--- src/rtl/spi_clkgen_pkg.sv ---
// spi_clkgen_pkg: shared defaults and FSM state type for the SPI clock generator.
//   DIV_WIDTH_DEF : default divider width (SCK half-period = div+1 clk cycles)
//   BIT_WIDTH_DEF : default width of the per-transfer SCK-cycle count
//   state_e       : IDLE / RUN / HOLD
package spi_clkgen_pkg;

    localparam int unsigned DIV_WIDTH_DEF = 16;
    localparam int unsigned BIT_WIDTH_DEF = 8;

    typedef enum logic [1:0] {
        ST_IDLE = 2'd0,
        ST_RUN  = 2'd1,
        ST_HOLD = 2'd2
    } state_e;

endpackage

--- src/rtl/spi_clkgen_clkdiv.sv ---
// spi_clkdiv: up-counter with synchronous clear and a terminal-count strobe.
// Used both for the SCK half-period and for the post-transfer HOLD window.
//   clk_i   : system clock
//   rst_n_i : asynchronous active-low reset
//   clr_i   : force the count to zero
//   en_i    : count enable
//   div_i   : terminal value
//   tc_o    : high while enabled and count == div_i (count wraps to 0)
module spi_clkdiv
    import spi_clkgen_pkg::*;
#(
    parameter int unsigned DIV_WIDTH = DIV_WIDTH_DEF
) (
    input  logic                 clk_i,
    input  logic                 rst_n_i,
    input  logic                 clr_i,
    input  logic                 en_i,
    input  logic [DIV_WIDTH-1:0] div_i,
    output logic                 tc_o
);

    logic [DIV_WIDTH-1:0] cnt_q;
    logic [DIV_WIDTH-1:0] cnt_d;

    assign tc_o = en_i && !clr_i && (cnt_q == div_i);

    always_comb begin
        cnt_d = cnt_q;
        if (clr_i || tc_o) begin
            cnt_d = '0;
        end else if (en_i) begin
            cnt_d = cnt_q + {{(DIV_WIDTH-1){1'b0}}, 1'b1};
        end
    end

    always_ff @(posedge clk_i or negedge rst_n_i) begin
        if (!rst_n_i) begin
            cnt_q <= '0;
        end else begin
            cnt_q <= cnt_d;
        end
    end

endmodule

--- src/rtl/spi_clkgen.sv ---
// spi_clkgen: SCK generator and bit-timing strobes for spi_core.
//   clk_i, rst_n_i : clock, asynchronous active-low reset
//   cpol_i, cpha_i : SPI mode, latched at start
//   div_i          : SCK half-period minus one, latched at start
//   nbit_i         : SCK cycles per transfer, latched at start (0 = immediate done)
//   start_i        : start request, honoured only when idle
//   abort_i        : terminate the current transfer without done_o
//   busy_o         : transfer in progress
//   sck_o          : serial clock
//   sample_o       : capture strobe, shift_o : drive-next-bit strobe
//   last_o         : coincides with the final sample_o
//   done_o         : normal completion pulse
module spi_clkgen
    import spi_clkgen_pkg::*;
#(
    parameter int unsigned DIV_WIDTH = DIV_WIDTH_DEF,
    parameter int unsigned BIT_WIDTH = BIT_WIDTH_DEF
) (
    input  logic                 clk_i,
    input  logic                 rst_n_i,
    input  logic                 cpol_i,
    input  logic                 cpha_i,
    input  logic [DIV_WIDTH-1:0] div_i,
    input  logic [BIT_WIDTH-1:0] nbit_i,
    input  logic                 start_i,
    input  logic                 abort_i,
    output logic                 busy_o,
    output logic                 sck_o,
    output logic                 sample_o,
    output logic                 shift_o,
    output logic                 last_o,
    output logic                 done_o
);

    localparam logic [BIT_WIDTH:0] ECNT_ONE = {{BIT_WIDTH{1'b0}}, 1'b1};

    state_e               state_q;
    logic                 cpol_q, cpha_q;
    logic [DIV_WIDTH-1:0] div_q;
    logic [BIT_WIDTH-1:0] nbit_q;
    // One bit wider than nbit so 2*nbit edges never wrap.
    logic [BIT_WIDTH:0]   ecnt_q;
    logic                 sck_q, busy_q, sample_q, shift_q, last_q, done_q;

    logic                 tc;
    logic [BIT_WIDTH:0]   ecnt_nxt, nedge;
    logic                 lead, fin, last_smp, start_ok;

    spi_clkdiv #(.DIV_WIDTH(DIV_WIDTH)) u_div (
        .clk_i   (clk_i),
        .rst_n_i (rst_n_i),
        .clr_i   (state_q == ST_IDLE),
        .en_i    (state_q != ST_IDLE),
        .div_i   (div_q),
        .tc_o    (tc)
    );

    assign ecnt_nxt = ecnt_q + ECNT_ONE;
    assign nedge    = {nbit_q, 1'b0};
    assign lead     = ~ecnt_q[0];
    assign fin      = (ecnt_nxt == nedge);
    // cpha=0 samples on leading edges, so the last sample is edge 2n-1.
    assign last_smp = cpha_q ? fin : (ecnt_nxt == (nedge - ECNT_ONE));
    // busy_q stays high through the done_o cycle while state is already IDLE.
    assign start_ok = start_i && !abort_i && !busy_q;

    always_ff @(posedge clk_i or negedge rst_n_i) begin
        if (!rst_n_i) begin
            state_q  <= ST_IDLE;
            cpol_q   <= 1'b0;
            cpha_q   <= 1'b0;
            div_q    <= '0;
            nbit_q   <= '0;
            ecnt_q   <= '0;
            sck_q    <= 1'b0;
            busy_q   <= 1'b0;
            sample_q <= 1'b0;
            shift_q  <= 1'b0;
            last_q   <= 1'b0;
            done_q   <= 1'b0;
        end else begin
            sample_q <= 1'b0;
            shift_q  <= 1'b0;
            last_q   <= 1'b0;
            done_q   <= 1'b0;
            case (state_q)
                ST_IDLE: begin
                    sck_q <= cpol_i;
                    if (done_q || abort_i) begin
                        busy_q <= 1'b0;
                    end
                    if (start_ok) begin
                        if (nbit_i != '0) begin
                            cpol_q  <= cpol_i;
                            cpha_q  <= cpha_i;
                            div_q   <= div_i;
                            nbit_q  <= nbit_i;
                            ecnt_q  <= '0;
                            busy_q  <= 1'b1;
                            state_q <= ST_RUN;
                        end else begin
                            done_q <= 1'b1;
                        end
                    end
                end
                ST_RUN: begin
                    if (tc) begin
                        sck_q  <= ~sck_q;
                        ecnt_q <= ecnt_nxt;
                        if (cpha_q) begin
                            shift_q  <= lead;
                            sample_q <= ~lead;
                        end else begin
                            sample_q <= lead;
                            shift_q  <= ~lead && !fin;
                        end
                        last_q <= last_smp;
                        if (fin) begin
                            state_q <= ST_HOLD;
                        end
                    end
                    if (abort_i) begin
                        // An edge decided this cycle still goes out; idle level follows.
                        if (!tc) begin
                            sck_q <= cpol_q;
                        end
                        busy_q  <= 1'b0;
                        state_q <= ST_IDLE;
                    end
                end
                ST_HOLD: begin
                    if (tc) begin
                        done_q  <= 1'b1;
                        state_q <= ST_IDLE;
                    end
                    if (abort_i) begin
                        done_q  <= 1'b0;
                        sck_q   <= cpol_q;
                        busy_q  <= 1'b0;
                        state_q <= ST_IDLE;
                    end
                end
                default: begin
                    state_q <= ST_IDLE;
                    busy_q  <= 1'b0;
                end
            endcase
        end
    end

    assign busy_o   = busy_q;
    assign sck_o    = sck_q;
    assign sample_o = sample_q;
    assign shift_o  = shift_q;
    assign last_o   = last_q;
    assign done_o   = done_q;

endmodule

--- config.mk ---
export PLATFORM = sky130hd
export DESIGN_NAME = spi_clkgen
export DESIGN_NICKNAME = d
export VERILOG_FILES = /design/src/rtl/spi_clkgen_pkg.sv /design/src/rtl/spi_clkgen_clkdiv.sv /design/src/rtl/spi_clkgen.sv
export SDC_FILE = /design/constraint.sdc
export NUM_CORES = 1
export LEC_CHECK = 0
export CORE_MARGIN = 3
export CORE_UTILIZATION = 59
export DETAILED_ROUTE_END_ITERATION = 12
export DONT_BUFFER_PORTS = 1
export PLACE_DENSITY_LB_ADDON = 0.08
export SYNTH_ARGS = -nofsm -noshare
export SYNTH_HDL_FRONTEND = slang
export SYNTH_SLANG_ARGS = --single-unit
--- constraint.sdc ---
create_clock -name clk_i -period 2.3 [get_ports clk_i]
set_input_delay 0.69 -clock clk_i [delete_from_list [all_inputs] [get_ports clk_i]]
set_output_delay 0.69 -clock clk_i [all_outputs]
set_load 0.05 [all_outputs]
After elaboration in Yosys (flattened, before gate mapping)
Index checks and enable logic that the tools add are counted.
- $add $sub $neg: 3
- multipliers: 0
- div/mod/pow operators: 0
- magnitude comparators: 0
- eq/ne operators: 13
- shifts and indexed selects: 0
- multiplexer cells: 38
- bitwise logic cells: 2
- reductions and logical operators: 22
- operators by type and width (kind ; count):
    $mux 16 ; 2
    $mux 9 ; 3
    $mux 1 ; 21
    $eq 9x9->1 ; 2
    $pmux 9 s2 ; 1
    $add 16x1->16 const B ; 1
    $eq 16x16->1 ; 1
    $mux 2 ; 7
    $add 9x1->9 const B ; 1
    $ne 3x3->1 const B ; 3
    $sub 9x1->9 const B ; 1
    $ne 2x2->1 const B ; 4
    $reduce_bool 8->1 ; 1
    $pmux 2 s3 ; 1
    $reduce_bool 2->1 ; 3
    $logic_and 1x1->1 ; 5
    $reduce_and 5->1 ; 1
    $logic_not 1->1 ; 4
    $pmux 1 s2 ; 2
    $reduce_and 4->1 ; 1
    $pmux 1 s3 ; 1
    $reduce_and 3->1 ; 1
    $reduce_bool 3->1 ; 1
    $eq 2x1->1 const B ; 1
    7 further kinds ; 9
- register bits after elaboration: 59
- latch bits: 0
- RAM bits: 0
- bits in read-only memories: 0
- input bits: 30
- output and inout port bits: 6
- word-level logic and storage cells: 91
- memories: 0

Logic depth before layout (Yosys ltp)
Gate-level depths: netlist of the first run.
- word-level depth: 8
- mapped depth: 8

Hierarchy
Synthesis of the first run repeated with hierarchy kept, for this count alone.
- cells, all modules: 326
- area, all modules: 3462.1 µm²
- modules (own cells, without submodules) (module ; instances ; cells an instance ; area an instance (µm²) ; sequential area each (µm²)):
    spi_clkgen ; 1 ; 221 ; 2393.5 ; 1076.0
    spi_clkdiv ; 1 ; 105 ; 1068.5 ; 400.4

Least setup slack after synthesis of the first run
OpenSTA, ideal clock, no wires.
- path kind: input to register
- start: input nbit_i[5]
- end: register cpol_q
- setup time: 125 ps
- arrival: 1981 ps
- setup slack: 194 ps
- stages: 5
- buffers on the path: 1
- cell sequence: or4_1 > nor2_1 > nor3_1 > clkbuf_1 > mux2_2
- cells in the longest elaborated chain, start to end: 2
- ends and longest elaborated chain (item ; line ; source):
    start, declared ; spi_clkgen.sv:24 ; input logic [BIT_WIDTH-1:0] nbit_i,
    $reduce_bool 8->1 ; spi_clkgen.sv:93 ; if (nbit_i != '0) begin
    $reduce_and 3->1 (no source line) ; n/a ;
    end signal, assigned ; spi_clkgen.sv:94 ; cpol_q <= cpol_i;
    end, declared ; spi_clkgen.sv:38 ; logic cpol_q, cpha_q;
Every way passes these cells.
A chain may end at the register's enable or synchronous reset.

Final worst setup path of the first run
- start: register ecnt_q[0]
- end: register state_q[0]
- cells in the longest elaborated chain, start to end: 4
- ends and longest elaborated chain (item ; line ; source):
    start, declared ; spi_clkgen.sv:42 ; logic [BIT_WIDTH:0] ecnt_q;
    start signal, assigned ; spi_clkgen.sv:109 ; ecnt_q <= ecnt_nxt;
    $add 9x1->9 ; spi_clkgen.sv:58 ; assign ecnt_nxt = ecnt_q + ECNT_ONE;
    $eq 9x9->1 ; spi_clkgen.sv:61 ; assign fin = (ecnt_nxt == nedge);
    $ne 3x3->1 (no source line) ; n/a ;
    $reduce_and 5->1 (no source line) ; n/a ;
    end signal, assigned ; spi_clkgen.sv:69 ; state_q <= ST_IDLE;
    end signal, assigned ; spi_clkgen.sv:100 ; state_q <= ST_RUN;
    end signal, assigned ; spi_clkgen.sv:119 ; state_q <= ST_HOLD;
    end, declared ; spi_clkgen.sv:37 ; state_e state_q;
Every way passes these cells.

==> metrics.cfg, run 1 <==
[outcome]
outcome = finished, final reports clean

[cts]
cts_hold_buf = 0
insertion_delay_ps = 330
ctsHtreeMaxLevel = 3
clock-sinks = 59
tritoncts = done
clock_tree.root_cell = clkbuf_8
numCtsBuffers = 9
postCtsSetupBuffers = 0
clockBufferDepth = 2
clock_transition_time_at_the_flip_flop_clock_pins_of_the_worst_setup_and_hold_paths_ps = 60

[logic_synthesis]
synthXorXnorAreaFrac = 0.126
yosys-mux-area-fraction = 0.0815
netlist.top_cell.by_area = dfrtp_1
synth-edff-count = 0
post_synthesis_register_bit_count = 59
net_count_of_the_mapped_netlist = 375
synth_top_area_share = 0.431
main_combinational_cell_family_by_area_after_synthesis = simple AND/OR/NAND/NOR gates
post_synth_instance_area_um2 = 3420
synth_seq_area_share = 0.431
flip_flop_cell_with_the_highest_count_after_synthesis = dfrtp_1
synthAdderAreaFrac = 0.0256
post_synth_and_or_nand_nor_area_fraction = 0.164
fraction_of_registers_with_async_set_reset = 1.00
synth_compound_area_frac = 0.132
yosys_warnings = 0
number_of_instances_in_the_synthesized_netlist = 338
synth_area_per_cell_um2 = 10.1
synth.lib_cells_used.distinct = 59
post_synth_main_area_contributors = dfrtp_1 (43%), xnor2_1 (7.9%), mux2_2 (7.6%)

[finish]
antenna_cells = 0
finish.cell_count_without_fillers = 432
area_growth_pct = 11.6
layout-drive-gt1-share = 0.206
finish.net_count = 393
postLayoutCoreUtil = 0.686

[global_routing]
grt_pass1_wl_mm = 11.8
globalRouteMet2Util = 0.385
met1_usage = 0.299
grt_max_degree = 60
global_route.usage.total = 0.237
via_count_of_the_first_global_routing_pass = 2494
antenna_violations_before_repair = 0
gr-usage-met3 = 0.0586
overflow = 0
grt.busiest_layer = met2

[power]
total_leakage_power_nw = 1.58
irDropWorstVdd_mv = 0.683
cellInternalPower_mw = 2.56
power_switching_share = 0.365
power.share.clock = 0.220
switching_power_mw = 1.47
power.share.combinational = 0.370
power.density_cell_area_nw_per_um2 = 1060
seq_power_share = 0.410

[route]
route.vias.total = 2566
wl_per_cell_um = 16.7
drc = 0
route.detailed.vias_per_inst = 5.94
drt-total-wl_mm = 7.23
drt_iter0_markers = 214
firstDrtPassIters = 4
route.antenna.remaining_nets = 0

[place]
io_buffer_count = 0
place_inst = 417
place.detailed.hpwl_mm = 5.37
gp_congestion = 0.958

[timing]
timing_worst_slew_pin_value_ps = 553
timing_hold_violations_final = 0
clock.fmax_mhz = 458
timing.setup.tns_ps = 0
slew_headroom = 0.631
layout_min_cycle_time_ps = 2180
setup-violations-final = 0
skew_ps = 11.2
setup_repair_after_global_routing_missed_its_margin = false
final_min_period_over_clock_period = 0.948
report.final.slew_viol_count = 0

[floorplanning]
i_o_pin_count = 36
floorplan.die.width_um = 82.2
std_cell_rows = 27
die_height_um = 82.2
fp.dieArea_um2 = 6750
core-area_um2 = 5570
start_util = 0.614

[setup_path]
r2r_start = ecnt_q[0]
cp_cell_sequence = ha_1 -> buf_4 -> nand3_1 -> nor2_1 -> xnor2_1 -> o2111ai_1 -> nor4_2 -> o22ai_1
path_max_fanout = 5
cp.arrival_ps = 2380
setup.worst_path.class = flop to flop
critPathLaunchType = flop
crit_path_max_incr_delay_ps = 390
setup.worst_path.end_class = flop
cp_slowest_cell = nor4_2
worst_ep_required_time_ps = 2500
critical_path.startpoint = ecnt_q[0]

[worst_hold_path]
hold_class = input port to async pin

[flow_run]
timing.max_cap.violations = 0

==> state kept, by name (all words and copies together) (netlist names) <==
register,cells
sample_o,1
state_q,2
u_div.cnt_q,16
nbit_q,8
last_o,1
ecnt_q,9
cpha_q,1
div_q,16
done_o,1
cpol_q,1
shift_o,1
sck_o,1
busy_o,1
==> synthesized netlist by cell type (all sizes together) (5+ instances only) <==
| library cell | n |
|---|---|
| a21oi | 10 |
| a31oi | 7 |
| and3 | 9 |
| buf | 7 |
| clkbuf | 9 |
| dfrtp | 59 |
| ha | 7 |
| inv | 15 |
| mux2 | 23 |
| nand2 | 20 |
| nand3 | 12 |
| nand4 | 7 |
| nor2 | 27 |
| nor3 | 7 |
| o21ai | 19 |
| or3 | 5 |
| xnor2 | 31 |
| xor2 | 13 |
==> timing repair <==
action | 4_1_cts | 5_1_grt
endpoints found under the setup margin | 0 | 3
gates resized for setup | 0 | 2
endpoints found under the hold margin | 0 | 0
==> final timing paths <==
kind / to / slack, ps / depth (start not counted)
setup / recovery: state_q[0] / 120 / 8
hold / removal: ecnt_q[7] / 50 / 0
setup reg to reg: state_q[0] / 120 / 8
hold reg to reg: div_q[12] / 530 / 1
max in group asynchronous: nbit_q[2] / 2140 / 0
min in group clk_i: done_o / 420 / 1
==> power by group through the flow <==
| stage | registers (mW) | logic (mW) | clock network (mW) |
|---|---|---|---|
| 3_5_place_dp | 1.67 | 1.48 | 0 |
| 4_1_cts | 1.65 | 1.48 | 0.909 |
| 3_3_place_gp | 1.67 | 1.45 | 0 |
| 2_1_floorplan | 1.58 | 1.19 | 0 |
| 5_1_grt | 1.70 | 1.64 | 0.962 |
| 6_report | 1.66 | 1.49 | 0.887 |
==> per-layer routing <==
layer,up-vias,wire length [um]
met5,-,0
met4,0,177
met3,10,315
met2,65,3640
met1,1247,3100
li1,1244,-
==> cell type report <==
class                           instances  area [um2]
Sequential cell                        59        1480
Clock buffer                           10         128
Clock inverter                          5        55.1
Multi-Input combinational cell        248        1830
Inverter                               15        56.3
Tap cell                               72        90.1
Timing Repair Buffer                   23         185
Fill cell                             442        1750
==> cell families (layout without fill, tap and decap cells) <==
family / Yosys count / after routing
AOI/OAI and AO/OA: 66 / 66
xor gates and xnor gates: 46 / 46
adders and majority gates: 7 / 7
buffers and inverters: 31 / 53
DFF: 59 / 59
muxes: 25 / 25
and+or+nand+nor: 104 / 104
==> cells in the final DEF (no fill, tap or decap), types with 3 or more instances in the layout <==
master     count
nor2b_1        3
nand3_1       10
dfrtp_1       59
nand2_1       19
o2111ai_1      3
a31oi_1        7
and3_1         8
nor2_1        27
xor2_1        13
inv_1         15
clkbuf_8       9
o22ai_1        3
o21ai_0       19
buf_4         22
o41ai_1        3
mux2_2        23
xnor2_1       31
and2_1         3
ha_1           7
a21oi_1        9
nand4_1        7
or3_1          5
nor3_1         6
==> metrics by stage <==
step	setup WS [ps]	instance area [um2]	power [mW]	hold slack, ps
finish	119	3820	4.04	50.4
global route	11.4	3820	4.30	23.0
CTS	77.1	3810	4.05	31.8
detailed placement	79.3	3630	3.15	396
global placement	108	3630	3.11	397
floorplan	194	3420	2.77	394
==> worst max-delay path: cells and delay by family, from the launching register on <==
kind | cells | cell delay, ps
and+or+nand+nor | 3 | 540
adders and majority gates | 1 | 280
AOI/OAI and AO/OA | 2 | 410
DFF | 1 | 380
xor gates and xnor gates | 1 | 290
buffers and inverters | 1 | 170
No activity file was read; power rests on OpenSTA's default activity.
==> run 2, diff against run 1 <==
--- a/config.mk
+++ b/config.mk
@@ -9,7 +9,7 @@
 export CORE_UTILIZATION = 59
 export DETAILED_ROUTE_END_ITERATION = 12
 export DONT_BUFFER_PORTS = 1
-export PLACE_DENSITY_LB_ADDON = 0.08
+export PLACE_DENSITY = 0.8
 export SYNTH_ARGS = -nofsm -noshare
 export SYNTH_HDL_FRONTEND = slang
 export SYNTH_SLANG_ARGS = --single-unit
==> metrics.cfg, run 2 (synthesized netlist as in run 1, its figures left out) <==
[cts]
clock-sinks = 59  ; unchanged
clock_transition_time_at_the_flip_flop_clock_pins_of_the_worst_setup_and_hold_paths_ps = 70  ; about the same
insertion_delay_ps = 340  ; about the same
clockBufferDepth = 2  ; unchanged
ctsHtreeMaxLevel = 3  ; unchanged
cts_hold_buf = 0  ; unchanged
numCtsBuffers = 9  ; unchanged
tritoncts = done
clock_tree.root_cell = clkbuf_8

[timing]
setup-violations-final = 0  ; unchanged
skew_ps = 11.2  ; +0.0799 ps
report.final.slew_viol_count = 0  ; unchanged
layout_min_cycle_time_ps = 2250  ; +66.8 ps
setup_slack_ps = 51.9  ; -66.8 ps
final_min_period_over_clock_period = 0.977  ; +0.0290
slew_headroom = 0.650  ; +0.0190
clock.fmax_mhz = 445  ; -3.0%
timing_hold_violations_final = 0  ; unchanged
timing_worst_slew_pin_value_ps = 525  ; -28.5 ps

[finish]
reg_top3 = div_q: 16 flops, u_div.cnt_q: 16 flops, ecnt_q: 9 flops
postLayoutCoreUtil = 0.694  ; +0.00786
finish.net_count = 392  ; -0.25%
final_area_um2 = 3870  ; +1.1%
fillCellCount = 400  ; -9.5%
ff_latch_area_um2 = 1480  ; unchanged
layout-drive-gt1-share = 0.211  ; +0.00556
layout_commonest_cell = dfrtp_1
footprint_of_the_multi_input_gates_um2 = 1840  ; +0.41%
mostFrequentLayoutCells = dfrtp_1 (59), xnor2_1 (31), nor2_1 (27)
area_growth_pct = 12.9
antenna_cells = 0  ; unchanged

[power]
switching_power_mw = 1.53  ; +3.7%
irDropWorstVdd_mv = 0.837  ; +23%
power.density_cell_area_nw_per_um2 = 1090  ; +3.4%
power.share.combinational = 0.351  ; -0.019
power_switching_share = 0.362  ; -0.00311
total_leakage_power_nw = 1.59  ; +0.93%
seq_power_share = 0.399  ; -0.011
cellInternalPower_mw = 2.69  ; +5.1%
power.share.clock = 0.250  ; +0.030

[route]
drt_iter0_markers = 210  ; -1.9%
drc = 0  ; unchanged
route.antenna.remaining_nets = 0  ; unchanged
wl_per_cell_um = 18.9  ; +13%
route.vias.total = 2657  ; +3.5%
firstDrtPassIters = 4  ; unchanged
route.detailed.vias_per_inst = 6.15  ; +3.5%
drt-total-wl_mm = 8.15  ; +13%

[setup_path]
setup.worst_path.end_class = flop
setup.worst_path.class = flop to flop
worst_ep_required_time_ps = 2500  ; about the same
path_max_fanout = 6  ; +1
critPathLaunchType = flop
cp.arrival_ps = 2450  ; +70 ps

[floorplanning]
std_cell_rows = 27  ; unchanged
core-area_um2 = 5570  ; unchanged
die_height_um = 82.2  ; unchanged
fp.dieArea_um2 = 6750  ; unchanged
floorplan.die.width_um = 82.2  ; unchanged
start_util = 0.614  ; unchanged
i_o_pin_count = 36  ; unchanged

[global_routing]
global_route.usage.total = 0.267  ; +0.0306
antenna_violations_before_repair = 0  ; unchanged
via_count_of_the_first_global_routing_pass = 2668  ; +7.0%
grt_pass1_wl_mm = 13.2  ; +11%
overflow = 0  ; unchanged
grt_max_degree = 60  ; unchanged

[place]
gp_congestion = 0.892  ; -6.9%
pre_cts_ws_ps = 48.0  ; -31.3 ps
place.detailed.hpwl_mm = 5.93  ; +10%
detailed_place.area_um2 = 3620  ; -0.21%
io_buffer_count = 0  ; unchanged

[flow_run]
timing.max_cap.violations = 0  ; unchanged

[outcome]
outcome = finished, final reports clean

[worst_hold_path]
hold_class = input port to async pin

## run 2: cell types whose count changed in the layout (fill, tap and decap cells not counted), sizes merged
cell / before / now
buf: 23 / 22
bufinv: 1 / 2
## run 2: path summary, 6_finish.rpt
kind                       cells after the start         endpoint      start  slack, ps
setup / recovery                               8       state_q[0]  ecnt_q[1]         50
hold / removal                                 0  u_div.cnt_q[11]    rst_n_i         40
setup reg to reg                               8       state_q[0]  ecnt_q[1]         50
hold reg to reg                                1         div_q[6]   div_q[6]        530
max in group asynchronous                      0        div_q[14]    rst_n_i       2170
min in group clk_i                             1           done_o    abort_i        420
## run 2: final cells by class
type,instances,share of cell area
clock buffer,10,0.0356
clock inverter,6,0.0230
inverter,15,0.0146
multi-input combinational,248,0.476
sequential,59,0.382
tap,72,0.0233
timing repair buffer,22,0.0460
## run 2: through the flow
step           instances  hold slack [ps]  TNS (ps)  power [mW]
2_1_floorplan        338              394         0        2.77
3_3_place_gp         416              397         0        3.08
3_5_place_dp         416              396         0        3.15
4_1_cts              432             16.5         0        4.22
5_1_grt              432             12.7     -34.9        4.47
6_report             432             37.0         0        4.22
## run 2: critical path, cell delays in order (launching register included)
cell       delay (ps)
dfrtp_1           370
ha_2              240
buf_4             170
nand3_1            80
nor2_1            200
xnor2_1           220
o2111ai_1         280
nor4_2            400
o22ai_1           160
## run 2: what timing repair did
action,4_1_cts,5_1_grt
buffers inserted,0,0
endpoints found under the setup margin,0,28
endpoints found under the hold margin,0,0
gates resized for setup,0,4
## run 2: metal layers
metal,track usage,vias up,routed length (um)
li1,-,1246,-
met1,0.329,1278,3300
met2,0.421,107,3930
met3,0.0965,26,721
met4,0.120,0,196
met5,0,-,0
## run 2: power by group through the flow
stage	Combinational, mW	Sequential [mW]	Clock (mW)
4_1_cts	1.47	1.68	1.08
5_1_grt	1.62	1.72	1.13
3_3_place_gp	1.40	1.68	0
2_1_floorplan	1.19	1.58	0
3_5_place_dp	1.46	1.69	0
6_report	1.48	1.68	1.06
